**src/rtl/ps2_host_tx.sv**
```systemverilog
// PS/2 host-to-device transmitter: inhibits the bus, requests to send, and shifts one byte out on device clock falls.
// Optional PS2_TX_RETRY_EN re-runs a failed transfer up to RETRY_MAX extra times before reporting error.
module ps2_host_tx #(
    parameter int INHIBIT_CYCLES = 6000,
    parameter int TIMEOUT_CYCLES = 750000,
    parameter int RETRY_MAX      = 2
) (
    input  logic       CLOCK_50,
    input  logic       reset,
    input  logic [7:0] tx_byte,
    input  logic       tx_start,
    input  logic       ps2_clk_in,
    input  logic       ps2_dat_in,
    output logic       ps2_clk_oe,
    output logic       ps2_dat_oe,
    output logic       busy,
    output logic       done,
    output logic       error
);

    // state     | meaning
    // IDLE      | lines released; accepts tx_start when busy has dropped
    // INHIBIT   | clock held low; start bit asserted in the last cycle
    // REQ       | clock released, start bit held, waiting for first device fall
    // DATA      | data/parity/stop driven on each device clock fall
    // ACK       | waiting for the 11th fall to sample the device ACK
    // WAIT_IDLE | waiting for both lines high before reporting done
    typedef enum logic [2:0] {IDLE, INHIBIT, REQ, DATA, ACK, WAIT_IDLE} state_t;

    localparam int IW = $clog2(INHIBIT_CYCLES);
    localparam int TW = $clog2(TIMEOUT_CYCLES);
    localparam int AW = $clog2(RETRY_MAX + 2);
`ifdef PS2_TX_RETRY_EN
    localparam int RETRIES = RETRY_MAX;
`else
    localparam int RETRIES = 0;
`endif

    state_t        state;
    logic [7:0]    byte_r;
    logic          par;
    logic [3:0]    bitcnt;
    logic [IW-1:0] inh_cnt;
    logic [TW-1:0] tmr;
    logic [AW-1:0] attempts;

    logic clk_meta, clk_s, clk_prev;
    logic dat_meta, dat_s;
    logic fall, counting, fail;

    // Synchronisers idle high so reset does not fabricate a falling edge.
    always_ff @(posedge CLOCK_50) begin
        if (reset) begin
            clk_meta <= 1'b1;
            clk_s    <= 1'b1;
            clk_prev <= 1'b1;
            dat_meta <= 1'b1;
            dat_s    <= 1'b1;
        end else begin
            clk_meta <= ps2_clk_in;
            clk_s    <= clk_meta;
            clk_prev <= clk_s;
            dat_meta <= ps2_dat_in;
            dat_s    <= dat_meta;
        end
    end

    assign fall     = clk_prev & ~clk_s;
    assign counting = (state == REQ) || (state == DATA) || (state == ACK) || (state == WAIT_IDLE);
    // A fall in the terminal cycle reloads the timer rather than failing.
    assign fail     = (counting && (tmr == '0) && !fall) || ((state == ACK) && fall && dat_s);

    always_ff @(posedge CLOCK_50) begin
        if (reset) begin
            state      <= IDLE;
            byte_r     <= '0;
            par        <= 1'b0;
            bitcnt     <= '0;
            inh_cnt    <= '0;
            tmr        <= '0;
            attempts   <= '0;
            ps2_clk_oe <= 1'b0;
            ps2_dat_oe <= 1'b0;
            busy       <= 1'b0;
            done       <= 1'b0;
            error      <= 1'b0;
        end else begin
            done  <= 1'b0;
            error <= 1'b0;

            if (fall)
                tmr <= TW'(TIMEOUT_CYCLES - 1);
            else if (tmr != '0)
                tmr <= tmr - TW'(1);

            if (fail) begin
                ps2_clk_oe <= 1'b0;
                ps2_dat_oe <= 1'b0;
                if (attempts != AW'(RETRIES)) begin
                    attempts   <= attempts + AW'(1);
                    inh_cnt    <= IW'(INHIBIT_CYCLES - 1);
                    ps2_clk_oe <= 1'b1;
                    state      <= INHIBIT;
                end else begin
                    error <= 1'b1;
                    state <= IDLE;
                end
            end else begin
                case (state)
                    IDLE: begin
                        // busy is still high in the done/error cycle, so a start there is dropped.
                        busy <= 1'b0;
                        if (tx_start && !busy) begin
                            byte_r     <= tx_byte;
                            par        <= ~^tx_byte;
                            attempts   <= '0;
                            inh_cnt    <= IW'(INHIBIT_CYCLES - 1);
                            ps2_clk_oe <= 1'b1;
                            busy       <= 1'b1;
                            state      <= INHIBIT;
                        end
                    end
                    INHIBIT: begin
                        if (inh_cnt == IW'(1))
                            ps2_dat_oe <= 1'b1;
                        if (inh_cnt == '0) begin
                            ps2_clk_oe <= 1'b0;
                            ps2_dat_oe <= 1'b1;
                            bitcnt     <= '0;
                            tmr        <= TW'(TIMEOUT_CYCLES - 1);
                            state      <= REQ;
                        end else begin
                            inh_cnt <= inh_cnt - IW'(1);
                        end
                    end
                    REQ, DATA: begin
                        if (fall) begin
                            bitcnt <= bitcnt + 4'd1;
                            if (bitcnt < 4'd8) begin
                                ps2_dat_oe <= ~byte_r[bitcnt[2:0]];
                                state      <= DATA;
                            end else if (bitcnt == 4'd8) begin
                                ps2_dat_oe <= ~par;
                            end else begin
                                ps2_dat_oe <= 1'b0;
                                state      <= ACK;
                            end
                        end
                    end
                    ACK: begin
                        if (fall)
                            state <= WAIT_IDLE;
                    end
                    WAIT_IDLE: begin
                        if (clk_s && dat_s) begin
                            done  <= 1'b1;
                            state <= IDLE;
                        end
                    end
                    default: state <= IDLE;
                endcase
            end
        end
    end

endmodule

```
**config.mk**
```make
export PLATFORM = sky130hd
export DESIGN_NAME = ps2_host_tx
export DESIGN_NICKNAME = d
export VERILOG_FILES = /design/src/rtl/ps2_host_tx.sv
export SDC_FILE = /design/constraint.sdc
export NUM_CORES = 1
export LEC_CHECK = 0
export ABC_AREA = 1
export ABC_CLOCK_PERIOD_IN_PS = 2100
export BUFFER_PORTS_ARGS = -buffer_cell sky130_fd_sc_hd__buf_2
export CAP_MARGIN = 0
export CORE_UTILIZATION = 45
export DETAILED_ROUTE_END_ITERATION = 16
export PLACE_DENSITY = 0.62
export SETUP_SLACK_MARGIN = 0.2
export SLEW_MARGIN = 25
export SYNTH_ARGS = -nofsm -noshare
export SYNTH_HDL_FRONTEND = slang
export SYNTH_SLANG_ARGS = --single-unit
```
**constraint.sdc**
```tcl
create_clock -name CLOCK_50 -period 2.1 [get_ports CLOCK_50]
set_input_delay 0.105 -clock CLOCK_50 [delete_from_list [all_inputs] [get_ports CLOCK_50]]
set_output_delay 0.105 -clock CLOCK_50 [all_outputs]
set_load 0.02 [all_outputs]
```
==> impl_metrics.env, run 1 <==
export IMPL_cp_arrival_ns=2.06
export IMPL_die_area_sq_mm=0.007758
export IMPL_clk_pin_slew_worst_paths_ns=0.07
export IMPL_synth_top_family_by_area="simple AND/OR/NAND/NOR gates"
export IMPL_cts_sinks=61
export IMPL_fmax_mhz=559.0
export IMPL_rsz0062_at_grt="yes"
export IMPL_skew_ns=0.008452
export IMPL_multiInputGateArea_sq_mm=0.001914
export IMPL_slew_headroom=0.7118
export IMPL_synth_compound_area_frac=0.1171
export IMPL_worstMarginPinSlew_ns=0.4297
export IMPL_final_util=0.5298
export IMPL_syn_to_final_growth_pct=14.63
export IMPL_grt_usage=0.2090
export IMPL_grt_pass1_vias=2771
export IMPL_cts_root_buffer="clkbuf_8"
export IMPL_critPathBufInv=3
export IMPL_drive_above_1_share=0.2043
export IMPL_cp_top_family="simple AND/OR/NAND/NOR gates"
export IMPL_place_ws_ns=0.2181
export IMPL_p_leak_nw=1.739
export IMPL_ys_types=37
export IMPL_path_class="reg -> reg"
export IMPL_initial_core_util=0.4622
export IMPL_clkLatencyLatePin_ns=0.35
export IMPL_cts_buffer_depth=2
export IMPL_syn_inst=473
export IMPL_ant_nets=0
export IMPL_ys_seq_area_frac=0.3662
export IMPL_yosysMostFrequentCell="nand2_1"
export IMPL_register_area_sq_mm=0.001224
export IMPL_drv_cap=0
export IMPL_grt_overflow=0
export IMPL_synth_edf_count=0
export IMPL_dp_cells=585
export IMPL_period_needed_ns=1.789
export IMPL_syn_avg_cell_area_sq_um=7.050
export IMPL_power_density_mw_per_mm2=1550
export IMPL_slowest_stage="dfxtp_1"
export IMPL_nets=526
export IMPL_synth_seq_cells=61
export IMPL_synthFlopType="dfxtp_1"
export IMPL_grt_max_degree=34
export IMPL_path_common_cell="inv_1"
export IMPL_critPathRequiredTime_ns=2.37
export IMPL_core_area_sq_mm=0.007214
export IMPL_netlist_top_cell_by_area="dfxtp_1"
export IMPL_critPathMaxFanout=7
export IMPL_synth_simple_gate_area_frac=0.3471
export IMPL_synthMuxAreaShare=0
export IMPL_die_w_microns=88.08
export IMPL_maxSlewViolCount=0
export IMPL_antenna_cells=0
export IMPL_io_buffers=17
export IMPL_vdd_ir_drop_worst_uv=545.1
export IMPL_final_setup_tns_ns=0
export IMPL_fillers=766
export IMPL_path_cells="inv_1 -> ha_1 -> nand2_1 -> inv_1 -> nand4_1 -> nor2_4 -> a21oi_4 -> buf_4 -> nand3_1 -> a21oi_2"
export IMPL_setup_ws_ns=0.3111
export IMPL_io_pins=18
export IMPL_initialDrtViolationCount=108
export IMPL_period_share=0.8518
export IMPL_power_w=0.005926
export IMPL_antenna_found_initial=0
export IMPL_synth_top_cells_by_count="86 x nand2_1, 83 x nor2_1, 61 x dfxtp_1"
export IMPL_via_count=3037
export IMPL_hold_class="in -> reg"
export IMPL_cp_end_kind="flop"
export IMPL_syn_cell_area_sq_mm=0.003334
export IMPL_status="completed"
export IMPL_cts_buffers=9
export IMPL_row_count=31
export IMPL_synth_area_leaders="dfxtp_1 37%, nand2_1 9.7%, nor2_1 9.3%"
export IMPL_cts_tree="yes"
export IMPL_cp_start_kind="flop"
export IMPL_grt_pass1_wl_microns=12450
export IMPL_critPathMaxStageDelay_ns=0.33
export IMPL_drc=0
export IMPL_synth_top_cell_area_share=0.3662
export IMPL_yosys_warnings=0
export IMPL_syn_nets=493
export IMPL_avgViaCountPerCell=4.995
export IMPL_drt_total_wl_microns=7463
export IMPL_place_hpwl_microns=5418
export IMPL_htree_levels=3
export IMPL_finalSetupViolations=0
export IMPL_synthAdderAreaFrac=0.02627
export IMPL_synthXorXnorAreaFrac=0.06567
export IMPL_hold_viol=0
export IMPL_gp_congestion=0.8380
export IMPL_die_h_microns=88.08
export IMPL_finalNonFillerCells=608
export IMPL_async_flop_share=0
export IMPL_routedWlPerCell_microns=12.27
export IMPL_first_pass_iters=4
## layout by cell type, fill, tap and decap left out, types with 3 or more instances in the layout
cell and count:
a21oi_1 23, a21oi_2 6, buf_2 17, buf_4 11
clkbuf_8 11, clkinv_2 3, dfxtp_1 59, ha_1 7
inv_1 39, inv_2 14, nand2_1 85, nand2_2 6
nand2_4 5, nand3_1 27, nand3_2 4, nand4_1 6
nor2_1 80, nor2_2 10, nor2_4 6, nor3_1 8
nor4_1 4, o211ai_1 5, o21ai_0 18, o21bai_1 3
or2_2 5, xnor2_1 12, xor2_1 13
## worst paths after layout
path	to	depth (start not counted)	slack, ns	start
max	inh_cnt[11]$_SDFFE_PP0P_	10	0.31	inh_cnt[0]$_SDFFE_PP0P_
min	byte_r[0]$_SDFFE_PP0P_	3	0.02	tx_byte[0]
max reg2reg	inh_cnt[11]$_SDFFE_PP0P_	10	0.31	inh_cnt[0]$_SDFFE_PP0P_
min reg2reg	dat_s$_SDFF_PP1_	1	0.41	dat_meta$_SDFF_PP1_
## worst min-delay path: cells and delay by family
| family | cells | cell delay [ns] |
|---|---|---|
| buf+inv | 1 | 0.10 |
| simple gates | 2 | 0.12 |
## report_power, final
| part | switching [W] | internal, W |
|---|---|---|
| Clock | 0.000440 | 0.000476 |
| Combinational | 0.00196 | 0.00113 |
| Sequential | 0.000359 | 0.00155 |
## logic make-up after synthesis
logic type | Yosys count
buffers and inverters | 64
XOR/XNOR | 25
AO/OA/AOI/OAI | 65
AND/OR/NAND/NOR | 251
adder cells (fa/ha/maj) | 7
flip-flops | 61
## stage by stage
step                hold WS (ns)  cell area (sq um)
global placement          0.2893               3530
finish                   0.01651               3822
detailed placement        0.2924               3530
global route             0.02163               3822
floorplan                 0.2088               3334
CTS                     0.005351               3720
## sequential cells by signal (all words and copies together), names as in the netlist, 2 cells and up
register	flops
state	3
inh_cnt	13
byte_r	8
bitcnt	4
attempts	2
tmr	20
## layer usage
| layer | track usage | share of wire | vias up |
|---|---|---|---|
| li1 | - | - | 1583 |
| met1 | 0.2589 | 0.48 | 1395 |
| met2 | 0.3510 | 0.48 | 47 |
| met3 | 0.04807 | 0.028 | 12 |
| met4 | 0.08358 | 0.019 | 0 |
| met5 | 0 | 0 | - |
## what timing repair did
action                     in CTS  in global routing
resized for setup               1                 15
gates cloned                    0                  1
setup endpoints to repair       1                 29
hold buffers                    2                  0
hold endpoints to repair        2                  0
pin swaps                       0                  5
buffers inserted                0                  6
## final cells by class
cell class	count	share of cell area
clock buffer	12	0.04059
clock inverter	2	0.002619
sequential	61	0.3201
timing repair buffer	30	0.04910
inverter	55	0.05434
multi-input combinational	349	0.5008
tap	99	0.03241
No activity file was read; power rests on OpenSTA's default activity.
==> run 2: changes to the inputs <==
--- a/config.mk
+++ b/config.mk
@@ -9,9 +9,9 @@
 export ABC_CLOCK_PERIOD_IN_PS = 2100
 export BUFFER_PORTS_ARGS = -buffer_cell sky130_fd_sc_hd__buf_2
 export CAP_MARGIN = 0
-export CORE_UTILIZATION = 45
+export CORE_UTILIZATION = 52
 export DETAILED_ROUTE_END_ITERATION = 16
-export PLACE_DENSITY = 0.62
+export PLACE_DENSITY = 0.7
 export SETUP_SLACK_MARGIN = 0.2
 export SLEW_MARGIN = 25
 export SYNTH_ARGS = -nofsm -noshare
==> run 2 against run 1 <==
- clock-buffer cell count increased by 1
- largest power group unchanged
- global-route usage increased by 2.2 points
- clock power rose by 10%
- highest routed layer unchanged
- utilization rose by 9.9 points
- clock skew fell by 0.0030 ns
- sequential share of layout area about the same
- via count down 0.95%
==> impl_metrics.env, run 2 (synthesis results as in run 1) <==
export IMPL_status="completed"
export IMPL_cts_root_buffer="clkbuf_8"
export IMPL_grt_max_degree=34
export IMPL_dr_wl_met3_microns=286
export IMPL_rr_endpoint="inh_cnt[3]$_SDFFE_PP0P_"
export IMPL_whs_endpoint="byte_r[3]$_SDFFE_PP0P_"
export IMPL_drv_cap=0
export IMPL_hp_start="tx_byte[3]"
export IMPL_via_count=3008
export IMPL_highest_layer="met4"
export IMPL_maxSlewViolCount=0
export IMPL_met2WireLength_microns=3422
export IMPL_r2r_cells=11
export IMPL_critPathMaxFanout=5
export IMPL_path_cells="inv_2 -> ha_2 -> nand2_1 -> inv_1 -> nand4_1 -> nand2_2 -> buf_4 -> buf_4 -> buf_4 -> nor3_1 -> nor2_1"
export IMPL_die_area_sq_mm=0.006736
export IMPL_drc=0
export IMPL_cts_tree="yes"
export IMPL_vdd_ir_drop_worst_uv=833.5
export IMPL_clk_pin_slew_worst_paths_ns=0.07
export IMPL_grt_pass1_vias=2785
export IMPL_layout_common_cells="85 x nand2_1, 80 x nor2_1, 61 x dfxtp_1"
export IMPL_hold_viol=0
export IMPL_finalSetupViolations=0
export IMPL_fmax_mhz=556.5
export IMPL_initialDrtViolationCount=112
export IMPL_cts_buffers=9
export IMPL_slew_headroom=0.7182
export IMPL_grt_usage=0.2314
export IMPL_place_hpwl_microns=5125
export IMPL_cp_end_kind="flop"
export IMPL_drive_above_1_share=0.2063
export IMPL_biggestRegsByFlops="tmr: 20 flops, inh_cnt: 13 flops, byte_r: 8 flops"
export IMPL_antenna_found_initial=0
export IMPL_die_w_microns=82.08
export IMPL_htree_levels=3
export IMPL_met1_length_microns=3342
export IMPL_syn_to_final_growth_pct=14.30
export IMPL_p_leak_nw=1.742
export IMPL_grt_pass1_wl_microns=11760
export IMPL_routedWlPerCell_microns=12.26
export IMPL_period_needed_ns=1.797
export IMPL_path_common_cell="buf_4"
export IMPL_nets=524
export IMPL_cp_start_kind="flop"
export IMPL_critPathRequiredTime_ns=2.33
export IMPL_drt_total_wl_microns=7158
export IMPL_hold_class="in -> reg"
export IMPL_cp_arrival_ns=2.03
export IMPL_clkLatencyLatePin_ns=0.34
export IMPL_avgViaCountPerCell=5.151
export IMPL_gp_congestion=0.9170
export IMPL_slowest_stage="dfxtp_1"
export IMPL_rr_startpoint="inh_cnt[0]$_SDFFE_PP0P_"
export IMPL_cts_buffer_depth=2
export IMPL_die_h_microns=82.08
export IMPL_row_count=28
export IMPL_largest_reg_flops=20
export IMPL_antenna_cells=0
export IMPL_critPathMaxStageDelay_ns=0.35
export IMPL_initial_core_util=0.5502
export IMPL_critPathBufInv=5
export IMPL_cp_top_family="simple AND/OR/NAND/NOR gates"
export IMPL_skew_ns=0.005407
export IMPL_cts_sinks=61
export IMPL_reg2reg_slack_ns=0.30
export IMPL_final_setup_tns_ns=0
export IMPL_hold_slack_ns=0.01331
export IMPL_rsz0062_at_grt="no"
export IMPL_ant_nets=0
export IMPL_io_pins=18
export IMPL_grt_overflow=0
export IMPL_core_area_sq_mm=0.006061
export IMPL_min_path_cells=3
export IMPL_layout_commonest_cell="nand2_1"
export IMPL_io_buffers=17
export IMPL_path_class="reg -> reg"
export IMPL_top_register="tmr"
export IMPL_power_density_mw_per_mm2=1568
export IMPL_period_share=0.8557
export IMPL_first_pass_iters=4
export IMPL_worstMarginPinSlew_ns=0.4200
-- run 2: worst max path at each step --
stage | cells after the start | start | slack, ns | endpoint
finish | 11 | inh_cnt[0]$_SDFFE_PP0P_ | 0.30 | inh_cnt[3]$_SDFFE_PP0P_
global route | 11 | inh_cnt[1]$_SDFFE_PP0P_ | 0.18 | ps2_dat_oe$_SDFFE_PP0P_
CTS | 11 | tmr[0]$_SDFF_PP0_ | 0.22 | inh_cnt[4]$_SDFFE_PP0P_
detailed placement | 11 | inh_cnt[0]$_SDFFE_PP0P_ | 0.20 | tmr[18]$_SDFF_PP0_
global placement | 11 | tmr[0]$_SDFF_PP0_ | 0.26 | inh_cnt[0]$_SDFFE_PP0P_
floorplan | 12 | tmr[0]$_SDFF_PP0_ | 0.46 | inh_cnt[4]$_SDFFE_PP0P_
-- run 2: timing repair --
item / CTS / global route
gates cloned: 0 / 1
endpoints found under the hold margin: 2 / 0
pin swaps: 0 / 4
hold buffers: 2 / 0
endpoints found under the setup margin: 4 / 39
resized for setup: 1 / 16
setup buffers: 0 / 4
-- run 2: per-stage QoR --
step	util	power [W]	area, sq um	std cells	worst slack [ns]
floorplan	-	0.004265	3334	473	0.4638
detailed placement	0.5774	0.004822	3500	561	0.1963
global route	0.6288	0.006529	3811	584	0.1778
finish	0.6288	0.005977	3811	584	0.3029
global placement	0.5774	0.004769	3500	561	0.2552
CTS	0.6135	0.005854	3719	579	0.2164
-- run 2: area by class of cell --
cell class | count | area [sq um]
Timing Repair Buffer | 28 | 172.7
Multi-Input combinational cell | 349 | 1917
Inverter | 55 | 210.2
Clock buffer | 13 | 178.9
Fill cell | 545 | 2250
Sequential cell | 61 | 1221
Tap cell | 75 | 93.84
Clock inverter | 3 | 17.52
-- run 2: layer usage --
metal | vias up | global-route usage
met4 | 0 | 0.09649
met2 | 63 | 0.4000
met3 | 9 | 0.06000
met5 | - | 0
met1 | 1349 | 0.2686
li1 | 1587 | -
-- run 2: power breakdown --
| part | leakage (nW) | total (W) | internal [W] | switching, W |
|---|---|---|---|---|
| registers | 0.502 | 0.00190 | 0.00155 | 0.000351 |
| logic | 1.14 | 0.00306 | 0.00112 | 0.00194 |
| clock network | 0.101 | 0.00101 | 0.000553 | 0.000459 |
| total | 1.74 | 0.00598 | 0.00323 | 0.00275 |
-- run 2: tightest hold or removal path: cells and delay by family --
kind                   cells  cell delay, ns
and+or+nand+nor            2            0.12
buffers and inverters      1            0.09
==> run 3: changes to the inputs <==
--- a/config.mk
+++ b/config.mk
@@ -9,6 +9,7 @@
 export ABC_CLOCK_PERIOD_IN_PS = 2100
 export BUFFER_PORTS_ARGS = -buffer_cell sky130_fd_sc_hd__buf_2
 export CAP_MARGIN = 0
+export CORE_ASPECT_RATIO = 1.2
 export CORE_UTILIZATION = 52
 export DETAILED_ROUTE_END_ITERATION = 16
 export PLACE_DENSITY = 0.7
==> run 3 against run 2 <==
- clock power is essentially flat
- total power shrank 0.47%
- first-iteration DRC count shrank 15%
- clock-buffer cell count shrank 1
- critical path type unchanged
- largest power group unchanged
- highest routed layer unchanged
==> impl_metrics.env, run 3 (synthesis results as in run 1) <==
export IMPL_cts_root_buffer="clkbuf_8"
export IMPL_antenna_found_initial=0
export IMPL_htree_levels=3
export IMPL_final_setup_tns_ns=0
export IMPL_grt_pass1_vias=2846
export IMPL_cts_buffer_depth=2
export IMPL_row_count=31
export IMPL_critPathMaxStageDelay_ns=0.31
export IMPL_maxSlewViolCount=0
export IMPL_biggestRegsByFlops="tmr: 20 flops, inh_cnt: 13 flops, byte_r: 8 flops"
export IMPL_grt_usage=0.2376
export IMPL_critPathMaxFanout=13
export IMPL_nets=525
export IMPL_ant_nets=0
export IMPL_first_pass_iters=6
export IMPL_drive_above_1_share=0.1961
export IMPL_cts_tree="yes"
export IMPL_drc=0
export IMPL_cp_end_kind="flop"
export IMPL_antenna_cells=0
export IMPL_avgViaCountPerCell=5.110
export IMPL_place_hpwl_microns=5248
export IMPL_die_h_microns=89.72
export IMPL_final_area_sq_mm=0.003816
export IMPL_fillers=588
export IMPL_slew_headroom=0.7303
export IMPL_via_count=3025
export IMPL_core_area_sq_mm=0.006128
export IMPL_slowest_stage="dfxtp_1"
export IMPL_cts_sinks=61
export IMPL_worstMarginPinSlew_ns=0.4012
export IMPL_skew_ns=0.008021
export IMPL_clk_pin_slew_worst_paths_ns=0.07
export IMPL_fmax_mhz=560.8
export IMPL_io_pins=18
export IMPL_largest_reg_flops=20
export IMPL_layout_commonest_cell="nand2_1"
export IMPL_status="completed"
export IMPL_multiInputGateArea_sq_mm=0.001893
export IMPL_die_area_sq_mm=0.006738
export IMPL_grt_max_degree=34
export IMPL_die_w_microns=75.10
export IMPL_reg2reg_slack_ns=0.32
export IMPL_critPathRequiredTime_ns=2.34
export IMPL_placedInstanceArea_sq_mm=0.003508
export IMPL_finalNonFillerCells=592
export IMPL_hold_class="in -> reg"
export IMPL_grt_pass1_wl_microns=12180
export IMPL_finalSetupViolations=0
export IMPL_drv_cap=0
export IMPL_routedWlPerCell_microns=12.06
export IMPL_cts_buffers=9
export IMPL_path_class="reg -> reg"
export IMPL_grt_overflow=0
export IMPL_hold_viol=0
export IMPL_critPathBufInv=4
export IMPL_drt_total_wl_microns=7139
export IMPL_p_leak_nw=1.739
export IMPL_cp_arrival_ns=2.02
export IMPL_cp_top_family="simple AND/OR/NAND/NOR gates"
export IMPL_power_density_mw_per_mm2=1559
export IMPL_period_share=0.8492
export IMPL_path_cells="inv_1 -> ha_1 -> nand2_1 -> inv_1 -> nand4_1 -> nor2_2 -> inv_2 -> nand2_1 -> inv_4 -> nand2_4 -> nor2_1"
export IMPL_rsz0062_at_grt="yes"
export IMPL_layout_common_cells="85 x nand2_1, 80 x nor2_1, 60 x dfxtp_1"
export IMPL_register_area_sq_mm=0.001222
export IMPL_clkLatencyLatePin_ns=0.35
export IMPL_initial_core_util=0.5441
export IMPL_syn_to_final_growth_pct=14.45
export IMPL_cp_start_kind="flop"
export IMPL_gp_congestion=0.8587
export IMPL_dp_cells=568
export IMPL_period_needed_ns=1.783
export IMPL_vdd_ir_drop_worst_uv=631.0
export IMPL_initialDrtViolationCount=95
export IMPL_top_register="tmr"
export IMPL_io_buffers=17
## run 3: area by class of cell
type	instances	area share
inverter	55	0.05508
multi-input combinational	348	0.4961
clock inverter	4	0.01246
clock buffer	12	0.03803
sequential	61	0.3203
tap	82	0.02689
timing repair buffer	30	0.05115
## run 3: metrics by stage
step	setup slack, ns	hold slack (ns)	total power (W)	utilization
after detailed placement	0.2130	0.2917	0.004846	0.5725
after floorplan	0.4638	0.2088	0.004265	-
final	0.3167	0.01258	0.005949	0.6227
after global routing	0.1958	0.02001	0.006505	0.6227
after CTS	0.2148	0.002472	0.005921	0.6129
after global placement	0.2486	0.2881	0.004796	0.5725
## run 3: tightest hold or removal path, stage by stage
cell	delay (ns)
buf_2	0.10
nor2_1	0.04
nor2_1	0.08
## run 3: timing repair
action,4_1_cts,5_1_grt
setup buffers,0,3
pin swaps,0,3
resized for setup,1,12
hold endpoints to repair,5,0
hold buffers,5,0
endpoints found under the setup margin,2,29
## run 3: per-layer routing
layer / vias up / global-route usage / part of all wire
met5: - / 0 / 0
met2: 39 / 0.4137 / 0.51
met4: 0 / 0.1069 / 0.023
met1: 1394 / 0.2595 / 0.44
li1: 1578 / - / -
met3: 14 / 0.06390 / 0.028
## run 3: final timing paths
kind	startpoint	endpoint	depth (start not counted)
worst max register to register	inh_cnt[0]$_SDFFE_PP0P_	tmr[15]$_SDFF_PP0_	11
worst max-delay path	inh_cnt[0]$_SDFFE_PP0P_	tmr[15]$_SDFF_PP0_	11
worst min register to register	clk_meta$_SDFF_PP1_	clk_s$_SDFF_PP1_	1
worst min-delay path	tx_byte[0]	byte_r[0]$_SDFFE_PP0P_	3
## run 3: report_power, final
part           total (W)  switching, W  internal [W]  leakage [nW]
Clock            0.00103      0.000457      0.000577        0.0964
Combinational    0.00302       0.00190       0.00111          1.14
Sequential       0.00190      0.000348       0.00155         0.503
Total            0.00595       0.00271       0.00324          1.74
